`src/rtl/vt_video_pkg.sv`:
```
// Shared constants for the text-mode video path: cursor modes, render latency
// and a width helper that never returns zero.
package vt_video_pkg;

    localparam logic [1:0] CUR_OFF       = 2'd0;
    localparam logic [1:0] CUR_BLOCK     = 2'd1;
    localparam logic [1:0] CUR_UNDERLINE = 2'd2;
    localparam logic [1:0] CUR_STEADY    = 2'd3;

    localparam int RENDER_LAT = 3;

    function automatic int clog2_min1(input int value);
        return (value > 1) ? $clog2(value) : 1;
    endfunction

endpackage

```
`src/rtl/text_scan_counter.sv`:
```
// Character/scanline position tracker: turns blanking into column, row and
// sub-character counters, the current line's buffer base and the read address.
module text_scan_counter
    import vt_video_pkg::*;
#(
    parameter int COLS   = 80,
    parameter int ROWS   = 24,
    parameter int CHAR_W = 8,
    parameter int CHAR_H = 16,
    parameter int ADDR_W = 11
) (
    input  logic                                i_clk,
    input  logic                                i_rst,
    input  logic                                i_hblank,
    input  logic                                i_vblank,
    output logic [clog2_min1(CHAR_W)-1:0]       o_colc,
    output logic [clog2_min1(CHAR_H)-1:0]       o_rowc,
    output logic [clog2_min1(COLS + 1)-1:0]     o_col,
    output logic [clog2_min1(ROWS + 1)-1:0]     o_row,
    output logic                                o_in_range,
    output logic [ADDR_W-1:0]                   o_raddr
);

    localparam int CC_W  = clog2_min1(CHAR_W);
    localparam int RC_W  = clog2_min1(CHAR_H);
    localparam int COL_W = clog2_min1(COLS + 1);
    localparam int ROW_W = clog2_min1(ROWS + 1);

    logic              w_active;
    logic              r_line_seen;
    logic [CC_W-1:0]   r_colc;
    logic [RC_W-1:0]   r_rowc;
    logic [COL_W-1:0]  r_col;
    logic [ROW_W-1:0]  r_row;
    logic [ADDR_W-1:0] r_line_base;

    assign w_active = ~i_hblank & ~i_vblank;

    // Counters describe the pixel on the inputs now; they move on the edge.
    // col and row saturate one past the text area so out-of-range pixels stay dark.
    always_ff @(posedge i_clk or posedge i_rst) begin
        if (i_rst) begin
            r_line_seen <= 1'b0;
            r_colc      <= '0;
            r_rowc      <= '0;
            r_col       <= '0;
            r_row       <= '0;
            r_line_base <= '0;
        end else if (i_vblank) begin
            r_line_seen <= 1'b0;
            r_colc      <= '0;
            r_rowc      <= '0;
            r_col       <= '0;
            r_row       <= '0;
            r_line_base <= '0;
        end else if (w_active) begin
            r_line_seen <= 1'b1;
            if (r_colc == CC_W'(CHAR_W - 1)) begin
                r_colc <= '0;
                if (r_col != COL_W'(COLS)) begin
                    r_col <= r_col + COL_W'(1);
                end else begin
                    r_col <= r_col;
                end
            end else begin
                r_colc <= r_colc + CC_W'(1);
            end
        end else if (r_line_seen) begin
            r_line_seen <= 1'b0;
            r_colc      <= '0;
            r_col       <= '0;
            if (r_rowc == RC_W'(CHAR_H - 1)) begin
                r_rowc <= '0;
                if (r_row != ROW_W'(ROWS)) begin
                    r_row       <= r_row + ROW_W'(1);
                    r_line_base <= r_line_base + ADDR_W'(COLS);
                end else begin
                    r_row       <= r_row;
                    r_line_base <= r_line_base;
                end
            end else begin
                r_rowc <= r_rowc + RC_W'(1);
            end
        end else begin
            r_line_seen <= r_line_seen;
        end
    end

    assign o_colc     = r_colc;
    assign o_rowc     = r_rowc;
    assign o_col      = r_col;
    assign o_row      = r_row;
    assign o_in_range = w_active & ~i_rst & (r_col < COL_W'(COLS)) & (r_row < ROW_W'(ROWS));
    assign o_raddr    = r_line_base + ADDR_W'(r_col);

endmodule

```
`src/rtl/text_renderer.sv`:
```
// Text-mode pixel engine: scan counters, buffer/ROM fetch and a 3-stage pixel
// pipeline with cursor overlay. Define TEXT_RENDERER_ATTR_EN for reverse-video attribute.
module text_renderer
    import vt_video_pkg::*;
#(
    parameter int COLS    = 80,
    parameter int ROWS    = 24,
    parameter int CHAR_W  = 8,
    parameter int CHAR_H  = 16,
    parameter int CODE_W  = 8,
    parameter int ADDR_W  = 11,
    parameter int UL_ROWS = 2
) (
    input  logic                                  px_clk,
    input  logic                                  clr,
    input  logic                                  hblank,
    input  logic                                  vblank,
    input  logic [clog2_min1(COLS)-1:0]           cursor_x,
    input  logic [clog2_min1(ROWS)-1:0]           cursor_y,
    input  logic [1:0]                            cursor_mode,
    input  logic                                  cursor_blink_on,
    output logic                                  buffer_ren,
    output logic [ADDR_W-1:0]                     buffer_raddr,
    input  logic [CODE_W-1:0]                     buffer_rdata,
    output logic [CODE_W+clog2_min1(CHAR_H)-1:0]  rom_addr,
    input  logic [CHAR_W-1:0]                     rom_data,
    output logic                                  video,
    output logic                                  hblank_out,
    output logic                                  vblank_out
);

    localparam int CC_W  = clog2_min1(CHAR_W);
    localparam int RC_W  = clog2_min1(CHAR_H);
    localparam int COL_W = clog2_min1(COLS + 1);
    localparam int ROW_W = clog2_min1(ROWS + 1);

    logic [CC_W-1:0]   w_colc;
    logic [RC_W-1:0]   w_rowc;
    logic [COL_W-1:0]  w_col;
    logic [ROW_W-1:0]  w_row;
    logic              w_in_range;
    logic [ADDR_W-1:0] w_raddr;
    logic              w_hit;
    logic              w_ul_zone;
    logic              w_cur;
    logic [CODE_W-1:0] w_code;
    logic              w_attr;
    logic              w_pix;

    logic [CC_W-1:0]   r_colc_d1;
    logic [RC_W-1:0]   r_rowc_d1;
    logic              r_in_range_d1;
    logic              r_cur_d1;
    logic [CC_W-1:0]   r_colc_d2;
    logic              r_in_range_d2;
    logic              r_cur_d2;
    logic              r_attr_d2;
    logic              r_video;
    logic [RENDER_LAT-1:0] r_hb_dly;
    logic [RENDER_LAT-1:0] r_vb_dly;

    text_scan_counter #(
        .COLS   (COLS),
        .ROWS   (ROWS),
        .CHAR_W (CHAR_W),
        .CHAR_H (CHAR_H),
        .ADDR_W (ADDR_W)
    ) u_scan (
        .i_clk      (px_clk),
        .i_rst      (clr),
        .i_hblank   (hblank),
        .i_vblank   (vblank),
        .o_colc     (w_colc),
        .o_rowc     (w_rowc),
        .o_col      (w_col),
        .o_row      (w_row),
        .o_in_range (w_in_range),
        .o_raddr    (w_raddr)
    );

    assign buffer_ren   = w_in_range;
    assign buffer_raddr = w_raddr;

    // Cursor decision for the pixel currently on the inputs.
    always_comb begin
        w_hit     = 1'b0;
        w_ul_zone = 1'b0;
        w_cur     = 1'b0;
        w_hit     = (int'(w_col) == int'(cursor_x)) && (int'(w_row) == int'(cursor_y)) &&
                    (int'(cursor_x) < COLS) && (int'(cursor_y) < ROWS);
        w_ul_zone = (int'(w_rowc) >= (CHAR_H - UL_ROWS));
        case (cursor_mode)
            CUR_OFF:       w_cur = 1'b0;
            CUR_BLOCK:     w_cur = w_hit & cursor_blink_on;
            CUR_UNDERLINE: w_cur = w_hit & cursor_blink_on & w_ul_zone;
            CUR_STEADY:    w_cur = w_hit;
            default:       w_cur = 1'b0;
        endcase
    end

    // Stage 1: buffer data arrives; carry position and cursor alongside it.
    always_ff @(posedge px_clk or posedge clr) begin
        if (clr) begin
            r_colc_d1     <= '0;
            r_rowc_d1     <= '0;
            r_in_range_d1 <= 1'b0;
            r_cur_d1      <= 1'b0;
        end else begin
            r_colc_d1     <= w_colc;
            r_rowc_d1     <= w_rowc;
            r_in_range_d1 <= w_in_range;
            r_cur_d1      <= w_cur;
        end
    end

`ifdef TEXT_RENDERER_ATTR_EN
    assign w_code = {1'b0, buffer_rdata[CODE_W-2:0]};
    assign w_attr = buffer_rdata[CODE_W-1];
`else
    assign w_code = buffer_rdata;
    assign w_attr = 1'b0;
`endif

    assign rom_addr = {w_code, r_rowc_d1};

    // Stage 2: glyph row arrives; the attribute travels with it.
    always_ff @(posedge px_clk or posedge clr) begin
        if (clr) begin
            r_colc_d2     <= '0;
            r_in_range_d2 <= 1'b0;
            r_cur_d2      <= 1'b0;
            r_attr_d2     <= 1'b0;
        end else begin
            r_colc_d2     <= r_colc_d1;
            r_in_range_d2 <= r_in_range_d1;
            r_cur_d2      <= r_cur_d1;
            r_attr_d2     <= w_attr;
        end
    end

    assign w_pix = rom_data[CC_W'(CHAR_W - 1) - r_colc_d2];

    // Output register plus blanking delay lines matched to the pixel latency.
    always_ff @(posedge px_clk or posedge clr) begin
        if (clr) begin
            r_video  <= 1'b0;
            r_hb_dly <= '1;
            r_vb_dly <= '1;
        end else begin
            r_video  <= r_in_range_d2 & (w_pix ^ r_attr_d2 ^ r_cur_d2);
            r_hb_dly <= {r_hb_dly[RENDER_LAT-2:0], hblank};
            r_vb_dly <= {r_vb_dly[RENDER_LAT-2:0], vblank};
        end
    end

    assign video      = r_video;
    assign hblank_out = r_hb_dly[RENDER_LAT-1];
    assign vblank_out = r_vb_dly[RENDER_LAT-1];

endmodule

```
`config.mk`:
```
export PLATFORM = sky130hd
export DESIGN_NAME = text_renderer
export DESIGN_NICKNAME = d
export VERILOG_FILES = /design/src/rtl/vt_video_pkg.sv /design/src/rtl/text_scan_counter.sv /design/src/rtl/text_renderer.sv
export SDC_FILE = /design/constraint.sdc
export NUM_CORES = 1
export LEC_CHECK = 0
export CORE_MARGIN = 5
export CORE_UTILIZATION = 40
export DETAILED_ROUTE_END_ITERATION = 16
export HOLD_SLACK_MARGIN = 0.1
export PLACE_DENSITY = 0.76
export SETUP_SLACK_MARGIN = 0.05
export SLEW_MARGIN = 40
export SYNTH_ARGS = -nofsm -noshare
export SYNTH_HDL_FRONTEND = slang
export SYNTH_SLANG_ARGS = --single-unit
```
`constraint.sdc`:
```
create_clock -name px_clk -period 4.45 [get_ports px_clk]
set_clock_uncertainty 0.1 [all_clocks]
set_input_delay 0.445 -clock px_clk [delete_from_list [all_inputs] [get_ports px_clk]]
set_output_delay 0.445 -clock px_clk [all_outputs]
set_load 0.1 [all_outputs]
```
# ---- Yosys cells after proc, flatten, opt, wreduce, memory -nomap -nowiden
# Cells that the tools add are included.
dict set report op_classes {
  n_eq_ne 12
  muxes 28
  order_cmp 6
  n_reduce_logical 11
  n_addsub 7
  n_bitwise 11
}
# op count
set op_table {}
lappend op_table {{two-way mux 11 bit} 5}
lappend op_table {{two-way mux 7 bit} 5}
lappend op_table {{two-way mux 5 bit} 5}
lappend op_table {{two-way mux 4 bit} 4}
lappend op_table {{less-than comparator 7 bit, second input constant} 2}
lappend op_table {{two-way mux 3 bit} 4}
lappend op_table {{adder 11 x 7 -> 11 bit} 1}
lappend op_table {{adder 11 x 7 -> 11 bit, second input constant} 1}
lappend op_table {{less-than comparator 5 bit, second input constant} 2}
lappend op_table {{adder 7 x 1 -> 7 bit, second input constant} 1}
lappend op_table {{bitwise AND 1 bit} 7}
lappend op_table {{== test 7 bit} 1}
lappend op_table {{inequality test 7 bit, second input constant} 1}
lappend op_table {{inequality test 3 bit, second input constant} 2}
lappend op_table {{nonzero test 2 bit} 3}
lappend op_table {{adder 5 x 1 -> 5 bit, second input constant} 1}
lappend op_table {{== test 5 bit} 1}
lappend op_table {{inequality test 5 bit, second input constant} 1}
lappend op_table {{adder 4 x 1 -> 4 bit, second input constant} 1}
lappend op_table {{== test 2 bit, second input constant} 2}
lappend op_table {{== test 4 bit, second input constant} 1}
lappend op_table {{greater-or-equal comparator 4 bit, second input constant} 1}
lappend op_table {{less-than comparator 3 x 4 -> 1 bit, second input constant} 1}
lappend op_table {{one-hot mux 1 bit (4 select lines)} 1}
lappend op_table {{15 further kinds} 21}
dict set report totals {
  regBits 52
  in_bits 35
  elab_cells 91
}

# ---- Logic depth before layout (Yosys ltp)
dict set report logic_depth {
  word_depth 7
  mapped_depth 6
}

# ---- Modules after synthesis
# Synthesis repeated with hierarchy kept, for this count alone.
dict set report hier_totals {
  cells_unflattened 238
  area_unflattened_um2 2457.4
}
# module area_per_inst_um2 cells_each instances seq_area_each_um2
set modules_own_cells {}
lappend modules_own_cells {text_scan_counter 1615.3 178 1 675.6}
lappend modules_own_cells {text_renderer 842.1 60 1 533.0}

# ---- Worst setup path before layout
# Ideal clock, no wire load.
dict set report synth_timing {
  path_kind {register to output}
  startpoint {reg u_scan.r_col[5], in the netlist u_scan.o_col[5]}
  endpoint {out buffer_raddr[10]}
  n_path_buf 0
  t_arrival_ns 2.715
  stages_incl_launch_ff 6
  t_required_ns 3.905
  path_slack_ns 1.190
  cell_sequence {dfrtp_1 > ha_1 > a21o_1 > a21oi_1 > nor3b_1 > xor2_1}
}
dict set report synth_between {
  elab_chain_len 1
}
# element line
set synth_rtl {}
lappend synth_rtl {{start: declaration} text_scan_counter.sv:33} ;# logic [COL_W-1:0] r_col;
lappend synth_rtl {{start signal: assignment} text_scan_counter.sv:61} ;# r_col <= r_col + COL_W'(1);
lappend synth_rtl {{start signal: assignment} text_scan_counter.sv:63} ;# r_col <= r_col;
lappend synth_rtl {{adder 11 x 7 -> 11 bit} text_scan_counter.sv:94} ;# assign o_raddr = r_line_base + ADDR_W'(r_col);
lappend synth_rtl {{end: declaration} text_renderer.sv:23} ;# output logic [ADDR_W-1:0] buffer_raddr,
# Every way passes these cells.

# ---- Final worst setup path
dict set report layout_timing {
  startpoint {reg u_scan.r_col[5], in the netlist u_scan.o_col[5]}
  endpoint {out buffer_raddr[8]}
}
# Same word-level chain as after synthesis.

==> results.md <==
* Crit path max fanout at 6
* Area of the die at 7980 µm²
* Clk pin slew, worst setup/hold paths at 0.08 ns
* RSZ-0062 raised after global routing: no
* Slowest CP cell: dfrtp_1
* Antenna Cells at 0
* Reg2Reg Setup Slack at 2.47 ns
* Post-synthesis sequential area ratio at 48.0%
* Cell Area, Placed at 2860 µm²
* Slew HR at 60.8%
* WL/cell at approximately 15 µm
* Most used DFF post-synth: dfrtp_1
* Clk sinks at 48
* Fin. max-slew vios at 0
* CTS root buffer: clkbuf_8
* CTS tree: done
* Residual DRC at 0
* Hold_buf cts at 0
* Initial Util at 41.8%
* Vias in the first global route at between 1500 and 2000
* GRT Util Overall at 13.7%
* CORE AREA at 6030 µm²
* Die Y at 89.3 µm
* Cts repair resizes at 0
* Crit path launch type: register
* Peak VDD IR at about 150 µV
* I/O Buffers at between 40 and 50
* Pre-antenna DRT Iters at 4
* Post-route core utilization at approximately half
* Post-synth EDFFs at 0
* Synthesis-stage register bit count at 48
* Tmin final at 2.80 ns
* Fmax achieved at 358 MHz
* Commonest non-fill, non-tap cell in the layout: dfrtp_1
* Warnings from Yosys at 0
* Setup WS post-layout at 1.65 ns
* Pwr dens at 274 nW/µm²
* Critical path cell sequence: ha_1 > a21o_1 > a21oi_1 > nand2b_1 > xnor2_1 > buf_4
* Placed insts at 330
* Mapped Cells at 229
* Most frequent cells in the layout: 42 x dfrtp_1, 31 x nor2_1, 25 x clkdlybuf4s50_1
* Largest net degree at the start of global routing at slightly below 50
* Finished layout cell area at 2940 µm²
* Synth Cell Area at 2520 µm²
* Critical path arrival at between 2 and 2.5 ns
* Remaining antenna violation count at 0
* Nets at about 310
* Static Leak at 1.35 nW
* Crit Reg-Reg Endpoint: u_scan.o_col[2]$_DFFE_PP0P_
* Syn-to-layout area delta at 16.8%
* IO Pins at 62
* Initial antenna violation count at 0
* Clock Latency Late Sink at 0.30 ns
* CP endpoint kind: output pin
* Total wire length at 4.98 mm
* Tcrit/Tclk final at 62.8%
* Via count at 1738
* First-pass GRT wire length at 8.42 mm
* Number of max-cap violations at 0
* TritonCTS buffer count at 5
* Worst path max stage delay at 0.46 ns
* Syn_nets at between 200 and 300
* CP required at a little under 4 ns
* Share of layout cells above drive strength 1 at 16.7%
* Setup violators final at 0
* Hpwl dp at 3.68 mm
* Worst-Margin Slew at between 0.5 and 0.6 ns
* Horiz. Die Dim at 89.3 µm
* Count of different cell masters after synthesis at 43
* Post-route setup TNS at 0 ns
* GP Congestion at 0.850
* Crit Path Category: register to output pin
* Clock H-tree levels at 2
* Postcts setup bufs at 0
* R2R Path Start: u_scan.o_colc[0]$_DFFE_PP0P_
* Clk buf depth at 2
* Via/cell ratio at 5.14
* Finished Layout Cells at about 340
* Hold/Removal Path Class: register to register
* Mean Syn Cell Area at 11.0 µm²
* Cell row count at 28
* Critical path destination: buffer_raddr[8]
* Hold Violations, Final at 0
* Place WS at 1.86 ns
* GRT Residual Overflow at 0
* Crit path from: u_scan.o_col[5]$_DFFE_PP0P_
* Status: completed
* Reg2Reg Depth at 6
* Drt initial violations at between 100 and 150
* Share of flip-flops with an asynchronous set or reset at 100%
stage by stage:
stage / power (mW) / hold slack (ns)
2_1_floorplan: 0.564 / 0.231
3_3_place_gp: 0.571 / 0.232
3_5_place_dp: 0.569 / 0.238
4_1_cts: 0.818 / 0.257
5_1_grt: 0.845 / 0.263
6_report: 0.807 / 0.254
per-layer routing:
metal  global-route usage [%]  wire length [µm]
met1                     17.2              2140
met5                        0                 0
met4                     4.87                90
met2                     21.9              2370
met3                     4.79               370
critical path: cells and delay by family, from the launching register on:
kind | cells | cell delay, ns
fa+ha+maj | 1 | 0.33
simple gates | 1 | 0.18
xor+xnor | 1 | 0.12
buf+inv | 1 | 0.31
compound gates | 2 | 0.54
flops | 1 | 0.46
how the worst min path moves through the flow:
| stage | start | to | slack, ns | cells after the start |
|---|---|---|---|---|
| final | r_colc_d1[0]$_DFF_PP0_ | r_colc_d2[0]$_DFF_PP0_ | 0.25 | 0 |
| after floorplan | r_colc_d1[0]$_DFF_PP0_ | r_colc_d2[0]$_DFF_PP0_ | 0.23 | 0 |
| after global placement | r_colc_d1[1]$_DFF_PP0_ | r_colc_d2[1]$_DFF_PP0_ | 0.23 | 0 |
| after detailed placement | r_colc_d1[0]$_DFF_PP0_ | r_colc_d2[0]$_DFF_PP0_ | 0.24 | 0 |
| after global routing | r_vb_dly[1]$_DFF_PP1_ | r_vb_dly[2]$_DFF_PP1_ | 0.26 | 0 |
| after CTS | r_colc_d1[0]$_DFF_PP0_ | r_colc_d2[0]$_DFF_PP0_ | 0.26 | 0 |
cells by family after synthesis:
family,count (synthesis),synth area share [%]
DFF,48,48.0
adders and majority gates,12,5.97
AOI/OAI and AO/OA,30,8.20
muxes,6,3.88
xor gates and xnor gates,30,10.4
and+or+nand+nor,77,17.9
buffers and inverters,26,5.62
cell type report:
class / instances / area [µm²]
Inverter: 7 / 28.8
Fill cell: 558 / 3090
Timing Repair Buffer: 45 / 360
Clock buffer: 7 / 76.3
Tap cell: 75 / 93.8
Multi-Input combinational cell: 155 / 1170
Clock inverter: 1 / 5.00
Sequential cell: 48 / 1210
flip-flops by register name, indices dropped and copies added (netlist names), 3 cells and up:
register            cells
r_rowc_d1               4
u_scan.o_rowc           4
r_colc_d1               3
u_scan.o_row            5
u_scan.o_colc           3
r_hb_dly                3
r_vb_dly                3
r_colc_d2               3
u_scan.o_col            7
u_scan.r_line_base      7
report_power, final:
part	internal (mW)	total [mW]	switching, mW	leakage, nW
sequential	0.448	0.456	0.00812	0.642
clock	0.110	0.248	0.137	0.0422
combinational	0.0383	0.102	0.0642	0.661
cell usage after synthesis, types with 4 or more instances:
cell,count,area (µm²)
a21oi_1,11,55.1
buf_4,11,82.6
clkbuf_1,6,22.5
dfrtp_1,42,1050
dfstp_2,6,158
ha_1,12,150
inv_1,7,26.3
nand2_1,9,33.8
nand3_1,4,20.0
nor2_1,31,116
nor4_1,5,31.3
o21ai_0,6,30.0
xnor2_1,14,123
xor2_1,16,140
Note: power is estimated with default switching activity, not from simulation.
